[src/rtl/input_layer_mb.sv]
// input_layer_mb
// Input stage of the network. Samples are queued in a FIFO and then copied,
// one at a time, into a broadcast register that feeds NS state consumers.
// In TRAIN mode every branch gets the sample, and each load issues a sink
// token. A token is retired when the first hidden layer offers a weight and
// a delta together. In TEST mode only branch 0 gets the sample and no token
// is issued.
//
// Ports:
//   iCLK, iRST          clock, synchronous active-high reset
//   iMode               MODE_TRAIN / MODE_TEST, sampled only when a sample loads
//   *_AM_Input          sample input handshake (valid/ready/data)
//   *_BM_State          per-branch outputs; branch k uses data slice k
//   *_AS_Weight/Delta0  joint sink handshake; the data is discarded
//   oLevel              FIFO occupancy (the broadcast register is not counted)
//
// Build option: define INPUT_LAYER_MB_BURST_EN to let a new sample load in the
// same cycle that the last pending branch is accepted (one sample per cycle).
// Without it, a load waits for an empty pending mask (one sample per two cycles).
module input_layer_mb #(
  parameter int   NC         = 7,
  parameter int   NN         = 6,
  parameter int   WV         = 5,
  parameter int   NS         = 2,
  parameter int   DEPTH      = 4,
  parameter int   NT         = 4,
  parameter logic MODE_TRAIN = 1'b1,
  parameter logic MODE_TEST  = 1'b0
) (
  input  logic                     iCLK,
  input  logic                     iRST,
  input  logic                     iMode,
  input  logic                     iValid_AM_Input,
  output logic                     oReady_AM_Input,
  input  logic [NC*WV-1:0]         iData_AM_Input,
  output logic [NS-1:0]            oValid_BM_State,
  input  logic [NS-1:0]            iReady_BM_State,
  output logic [NS*NC*WV-1:0]      oData_BM_State,
  input  logic                     iValid_AS_Weight,
  output logic                     oReady_AS_Weight,
  input  logic [NC*NN*WV-1:0]      iData_AS_Weight,
  input  logic                     iValid_AS_Delta0,
  output logic                     oReady_AS_Delta0,
  input  logic [NN*WV-1:0]         iData_AS_Delta0,
  output logic [$clog2(DEPTH):0]   oLevel
);

  localparam int SW = NC * WV;
  localparam int AW = $clog2(DEPTH);
  localparam int LW = AW + 1;
  localparam int TW = $clog2(NT + 1);

  logic [SW-1:0] mem [DEPTH];
  logic [AW-1:0] wr_ptr, rd_ptr;
  logic [LW-1:0] level;
  logic [NS-1:0] pend, pend_next;
  logic [SW-1:0] data_q;
  logic          mode_q;
  logic [TW-1:0] tok;

  logic push, load, wvld, slot_free, mode_ok, is_train, tok_inc;
  logic unused_bits;

  // Ready comes from the registered level, so a pop never raises it in the same cycle.
  assign oReady_AM_Input = !iRST && (level != LW'(DEPTH));
  assign push            = iValid_AM_Input && oReady_AM_Input;
  assign pend_next       = pend & ~iReady_BM_State;

`ifdef INPUT_LAYER_MB_BURST_EN
  assign slot_free = (pend_next == '0);
`else
  assign slot_free = (pend == '0);
`endif

  // An unrecognised mode blocks loads, so the broadcast side holds its state.
  assign mode_ok  = (iMode == MODE_TRAIN) || (iMode == MODE_TEST);
  assign is_train = (iMode == MODE_TRAIN);
  assign load     = (level != '0) && slot_free && mode_ok &&
                    (!is_train || (tok < TW'(NT)));
  assign tok_inc  = load && is_train;
  assign wvld     = !iRST && (tok != '0) && iValid_AS_Weight && iValid_AS_Delta0;

  assign oValid_BM_State  = pend;
  assign oData_BM_State   = {NS{data_q}};
  assign oReady_AS_Weight = wvld;
  assign oReady_AS_Delta0 = wvld;
  assign oLevel           = level;

  // The sink data and the latched mode have no consumer inside this block.
  assign unused_bits = ^{iData_AS_Weight, iData_AS_Delta0, mode_q};

  always_ff @(posedge iCLK) begin
    if (push) mem[wr_ptr] <= iData_AM_Input;
  end

  always_ff @(posedge iCLK) begin
    if (iRST) begin
      wr_ptr <= '0;
      rd_ptr <= '0;
      level  <= '0;
      pend   <= '0;
      data_q <= '0;
      mode_q <= 1'b0;
      tok    <= '0;
    end else begin
      if (push) wr_ptr <= wr_ptr + 1'b1;

      case ({push, load})
        2'b10:   level <= level + 1'b1;
        2'b01:   level <= level - 1'b1;
        default: level <= level;
      endcase

      if (load) begin
        data_q <= mem[rd_ptr];
        rd_ptr <= rd_ptr + 1'b1;
        mode_q <= iMode;
        pend   <= is_train ? '1 : NS'(1);
      end else begin
        pend   <= pend_next;
      end

      case ({tok_inc, wvld})
        2'b10:   tok <= tok + 1'b1;
        2'b01:   tok <= tok - 1'b1;
        default: tok <= tok;
      endcase
    end
  end

endmodule
[config.mk]
export PLATFORM = sky130hd
export DESIGN_NAME = input_layer_mb
export DESIGN_NICKNAME = d
export VERILOG_FILES = /design/src/rtl/input_layer_mb.sv
export SDC_FILE = /design/constraint.sdc
export NUM_CORES = 1
export LEC_CHECK = 0
export BUFFER_PORTS_ARGS = -buffer_cell sky130_fd_sc_hd__buf_4
export CAP_MARGIN = 25
export CORE_AREA = 2 2 140 142
export CTS_CLUSTER_DIAMETER = 150
export CTS_CLUSTER_SIZE = 28
export DETAILED_ROUTE_END_ITERATION = 8
export DIE_AREA = 0 0 142 144
export GPL_TIMING_DRIVEN = 0
export PLACE_DENSITY = 0.69
export SLEW_MARGIN = 20
export SYNTH_ARGS = -nofsm -noshare
export SYNTH_HDL_FRONTEND = slang
export SYNTH_SLANG_ARGS = --single-unit
[constraint.sdc]
create_clock -name iCLK -period 6.1 [get_ports iCLK]
set_input_delay 0.61 -clock iCLK [delete_from_list [all_inputs] [get_ports iCLK]]
set_output_delay 0.61 -clock iCLK [all_outputs]
set_load 0.01 [all_outputs]
# [Yosys cells after proc, flatten, opt, wreduce, memory -nomap -nowiden]
# Memories as Yosys holds them, arrays and structs flattened. A register that Yosys moved wholly into a read port is not among the register bits.
# Cells that the tools add are included.
[op_classes] n_eq_ne=5 reduce_logical=16 addsub=6 mux=6 order_cmp=1 bitwise_logic=2
[ops] operator="case mux 3 bit (2 select lines)" n=2
[ops] operator="logical AND 1 bit" n=8
[ops] operator="adder 3 x 1 -> 3 bit, second input constant" n=2
[ops] operator="nonzero test 3 bit" n=2
[ops] operator="subtractor 3 x 1 -> 3 bit, second input constant" n=2
[ops] operator="adder 2 x 1 -> 2 bit, second input constant" n=2
[ops] operator="== test 2 x 1 -> 1 bit, second input constant" n=2
[ops] operator="== test 2 bit, second input constant" n=2
[ops] operator="two-way mux 2 bit" n=2
[ops] operator="nonzero test 2 bit" n=2
[ops] operator="less-than comparator 3 bit, second input constant" n=1
[ops] operator="inequality test 3 bit, second input constant" n=1
[ops] operator="bitwise AND 2 bit" n=1
[ops] operator="logical NOT 1 bit" n=2
[ops] operator="logical NOT 2 bit" n=1
[ops] operator="two-way mux 1 bit" n=2
[ops] operator="inverter 2 bit" n=1
[ops] operator="logical OR 1 bit" n=1
[word_totals] ram_bits=140 memories=1 ff_bits=12 wordCells=42 out_inout_bits=78 input_bits=283
[memory_table] memory="mem" words=4 width=35 read_ports=1 rd_clocked_by_memory_dff=1 wr=1 line="53" source="logic [SW-1:0] mem [DEPTH];"

# [Depth between registers and ports, before layout]
[depth] word_depth=6 ltp_mapped=9 depth_no_buf=9

# [Least setup slack after synthesis]
# OpenSTA, ideal clock, no wires.
[synth_timing] kind="input-to-reg" from="input port iRST" to="register tok[2]" cell_stages=8 required_time_ns=6.030 arrival_ns=2.464 setup_slack_ns=3.566 n_path_buf=1 path_cell_list="clkbuf_1 nor3_1 ha_1 inv_1 fa_1 xor2_1 or3_1 a21oi_1"
[synth_via] elab_chain_cells=6 word_cells_on_any_way=8 cone_classes="eq/ne (2); mux (1); reduce/logical (5)"
[synth_lines] element="from (decl)" line="31" source="input logic iRST,"
[synth_lines] element="logical NOT 1 bit (*)" line="81" source="assign wvld = !iRST && (tok != '0) && iValid_AS_Weight && iValid_AS_Delta0;"
[synth_lines] element="logical AND 1 bit (*) (3 in a row)" line="81"
[synth_lines] element="net oReady_AS_Delta0" line="43" source="output logic oReady_AS_Delta0,"
[synth_lines] element="== test 2 x 1 -> 1 bit or == test 2 bit (tied branches)" line="123" source="case ({tok_inc, wvld})"
[synth_lines] element="case mux 3 bit (2 select lines) or nonzero test 2 bit (tied branches)"
[synth_lines] element="to (signal assigned)" line="124" source="2'b10: tok <= tok + 1'b1;"
[synth_lines] element="to (signal assigned)" line="125" source="2'b01: tok <= tok - 1'b1;"
[synth_lines] element="to (signal assigned)" line="126" source="default: tok <= tok;"
[synth_lines] element="to (decl)" line="59" source="logic [TW-1:0] tok;"
# The timed path passes the listed nets; every way through them passes the cells marked *.
# A chain may end at the register's enable or synchronous reset.

# [Final worst setup path]
[layout_timing] from="input port iRST" to="output port oReady_AM_Input"
[layout_via] elab_chain_cells=2
[layout_lines] element="logical NOT 1 bit" line="65" source="assign oReady_AM_Input = !iRST && (level != LW'(DEPTH));"
[layout_lines] element="logical AND 1 bit" line="65"
[layout_lines] element="to (decl)" line="34" source="output logic oReady_AM_Input,"
# No other way between the ends.

==> metrics <==
outcome=finished clean; antenna violation net count after detailed routing=0; Max Fanout on Critical Path=10; DR WL/cell=19.6 µm; initial antenna violation count=0; CTS H-tree lvls=4; Initial Utilization=38.5%; pin count of the biggest net entering global routing=20; remaining max-slew budget at the tightest pin=59.3%; Worst Slack Setup Final=3570 ps; total detailed-routing wirelength=16800 µm; ratio of final minimum period to clock period=41.5%; Hold-fix buffers, CTS=0; data arrival time at the worst-slack endpoint=1920 ps; setup repair bufs after CTS=0; synthesized cell area=0.00735 mm²; Yosys warning count=0; Ports=361; total global-route track usage=16.8%; instance count along the most critical hold path=1; Synth cell types=33; fraction of layout instances using a drive strength above 1=41.0%; count of state elements after synthesis=187; later-pin clock latency in the skew report=430 ps; required time worst endpoint=5490 ps; Residual DRC=0; total leakage power=3.38 nW; leading register cell type out of synthesis=sky130_fd_sc_hd__edfxtp_1; worst-case register-to-register setup slack=3580 ps; Pre-Repair DR Iteration Count=5; worst slew pin tran=611 ps; Cells after Synth=458; classification of the worst-slack hold path=in -> reg; total number of vias=4443; total of max-cap violations=0; Worst setup SP type=input pin; via count normalized by instance count=5.21; area overhead of the layout relative to synthesis=26.1%; worst-path cell chain=buf_4 > clkbuf_1 > buf_1 > nor2_1 > buf_4; critical hold path startpoint=iData_AM_Input[21]; Hold Vio Cnt, Final=0; internal power=2.91 mW; placement row count=51; wire length of the first global-routing pass=25200 µm; worst vdd ir=0.250 mV; number of resized instances in the post-cts repair step=0; count of pins over their slew limit=0; hold endpoint=mem[1][21]; dpl hpwl=11500 µm; number of global-route vias before repair=4619; # setup viols final=0; reg2reg path depth=9; GR Overflow Total=0; Post-layout nets=892; unrepaired setup endpoints after global routing=no; count of flip-flops with a built-in enable after synthesis=140; horizontal die dimension=142 µm; number of CTS-inserted buffers=17; part of the power in the clock network=26.0%; crit path kind=in -> out; Worst R2R End=oLevel[2]; power density of the placed cells=460 mW/mm²; Placed Instances=820; minimum clock period=2530 ps; count of port buffers added during placement=120; Total Negative Setup Slacks=0 ps; fmax=395 MHz; pre-CTS WS=3200 ps; maximum clock path buffer count=2; net count after synthesis=749; category of the worst setup path capture point=primary output; cell with the biggest individual delay on the critical path=sky130_fd_sc_hd__buf_1; area of the core=0.0191 mm²; Starting DRT DRC Count=265; startpoint of the worst-slack reg-to-reg timing path=oValid_BM_State[0]; combinational share of power=34.5%; switching power as a share of total power=31.9%; most used cell along the critical path=sky130_fd_sc_hd__buf_4; clock-pin slew reported for the worst setup and hold paths after clock tree synthesis=70 ps; net switching power=1.36 mW; number of sinks driven by the clock tree=187; sequential share of power=39.5%; weighted congestion reported at the end of routability-driven placement=0.789; DIE AREA=0.0204 mm²; Post-Layout Cell Count=853; Mapped Avg Cell Area=16.0 µm²; share of flip-flops with an asynchronous set or reset=0%; Die Y-Extent=144 µm; sequential share of the synthesized area=70.0%; CTS tree=done; clk_skew=10.7 ps; Slowest Stage Delay on Critical Path=480 ps; Min Hold Slack=378 ps; CTS Root Cell=sky130_fd_sc_hd__clkbuf_16
how the worst max path moves through the flow:
stage,from,end,slack [ps],cells past startpoint
finish,iRST,oReady_AM_Input,3570,5
global route,iRST,oReady_AM_Input,3470,5
CTS,iRST,oReady_AM_Input,3560,5
detailed placement,iRST,tok[2],3200,9
global placement,iRST,mem[0][29],2980,3
floorplan,iRST,tok[2],3570,8
metrics by stage:
stage	total power [mW]	utilization, %	instance area [µm²]
3_3_place_gp	3.13	44.8	8540
4_1_cts	4.29	48.5	9260
3_5_place_dp	3.18	45.4	8660
6_report	4.26	48.5	9260
2_1_floorplan	2.57	-	7350
5_1_grt	4.47	48.5	9260
power groups by stage:
| stage | clock network [mW] | logic [mW] | registers [mW] |
|---|---|---|---|
| 2_1_floorplan | 0 | 0.866 | 1.70 |
| 3_3_place_gp | 0 | 1.44 | 1.70 |
| 3_5_place_dp | 0 | 1.48 | 1.70 |
| 4_1_cts | 1.12 | 1.49 | 1.68 |
| 5_1_grt | 1.17 | 1.60 | 1.70 |
| 6_report | 1.11 | 1.47 | 1.68 |
synth_stat cells (6+ instances only):
cell                         n  area share [%]
sky130_fd_sc_hd__dfxtp_1    47              13
sky130_fd_sc_hd__nand3_1    36             2.5
sky130_fd_sc_hd__ha_1        6             1.0
sky130_fd_sc_hd__buf_4      37             3.8
sky130_fd_sc_hd__nor2_1     10            0.51
sky130_fd_sc_hd__edfxtp_1  140              57
sky130_fd_sc_hd__mux4_2     35              11
sky130_fd_sc_hd__inv_1      11            0.56
sky130_fd_sc_hd__o21ai_0    38             2.6
sky130_fd_sc_hd__clkbuf_1    7            0.36
sky130_fd_sc_hd__a21oi_1    41             2.8
sky130_fd_sc_hd__buf_2      12            0.82
critical path, delay by kind of cell:
kind	cells	cell delay (ps)
buf+inv	4	1200
simple gates	1	100
state kept, by name, indices dropped and copies added (netlist names):
register         cells
rd_ptr               2
oLevel               3
oValid_BM_State      2
wr_ptr               2
mem                140
data_q              35
tok                  3
kinds of logic after synthesis:
group | synth area share (%)
mux | 11.0
flops | 70.0
xor+xnor | 0.477
fa+ha+maj | 1.57
simple gates | 4.39
compound gates | 6.11
buf+inv | 6.39
layer usage:
metal  up-vias  track usage [%]  wire [µm]
li1       1994                -          -
met5         -                0          0
met1      2253             21.9       7070
met4         0             5.63        184
met2       182             27.3       8190
met3        14             4.83       1310
cells in the final DEF, fill, tap and decap left out, types with 3 or more instances in the layout:
cell type                   Yosys  routed
sky130_fd_sc_hd__o21ai_0       38      38
sky130_fd_sc_hd__clkinv_2       0       3
sky130_fd_sc_hd__buf_4         37     157
sky130_fd_sc_hd__dfxtp_1       47      47
sky130_fd_sc_hd__buf_16         0       4
sky130_fd_sc_hd__ha_1           6       6
sky130_fd_sc_hd__edfxtp_1     140     140
sky130_fd_sc_hd__nor3_1         3       3
sky130_fd_sc_hd__and2_2         0       4
sky130_fd_sc_hd__xor2_1         4       4
sky130_fd_sc_hd__inv_1         11      11
sky130_fd_sc_hd__mux4_2        35      35
sky130_fd_sc_hd__clkbuf_16      0      18
sky130_fd_sc_hd__buf_1          3       3
sky130_fd_sc_hd__inv_6          0       4
sky130_fd_sc_hd__a21oi_1       41      41
sky130_fd_sc_hd__nor2_1        10      10
sky130_fd_sc_hd__or3_1          4       4
sky130_fd_sc_hd__nand3_1       36      36
sky130_fd_sc_hd__buf_2         12      12
sky130_fd_sc_hd__clkbuf_1       7       7
area by class of cell:
type                            instances  area [µm²]
Clock buffer                           19         464
Sequential cell                       187        5140
Tap cell                              238         298
Antenna cell                            1        2.50
Timing Repair Buffer                  124        1010
Multi-Input combinational cell        196        1740
Fill cell                            1583        9820
Clock inverter                         13         136
Inverter                               11        41.3
Buffer                                 64         428
No activity file was read; power rests on OpenSTA's default activity.
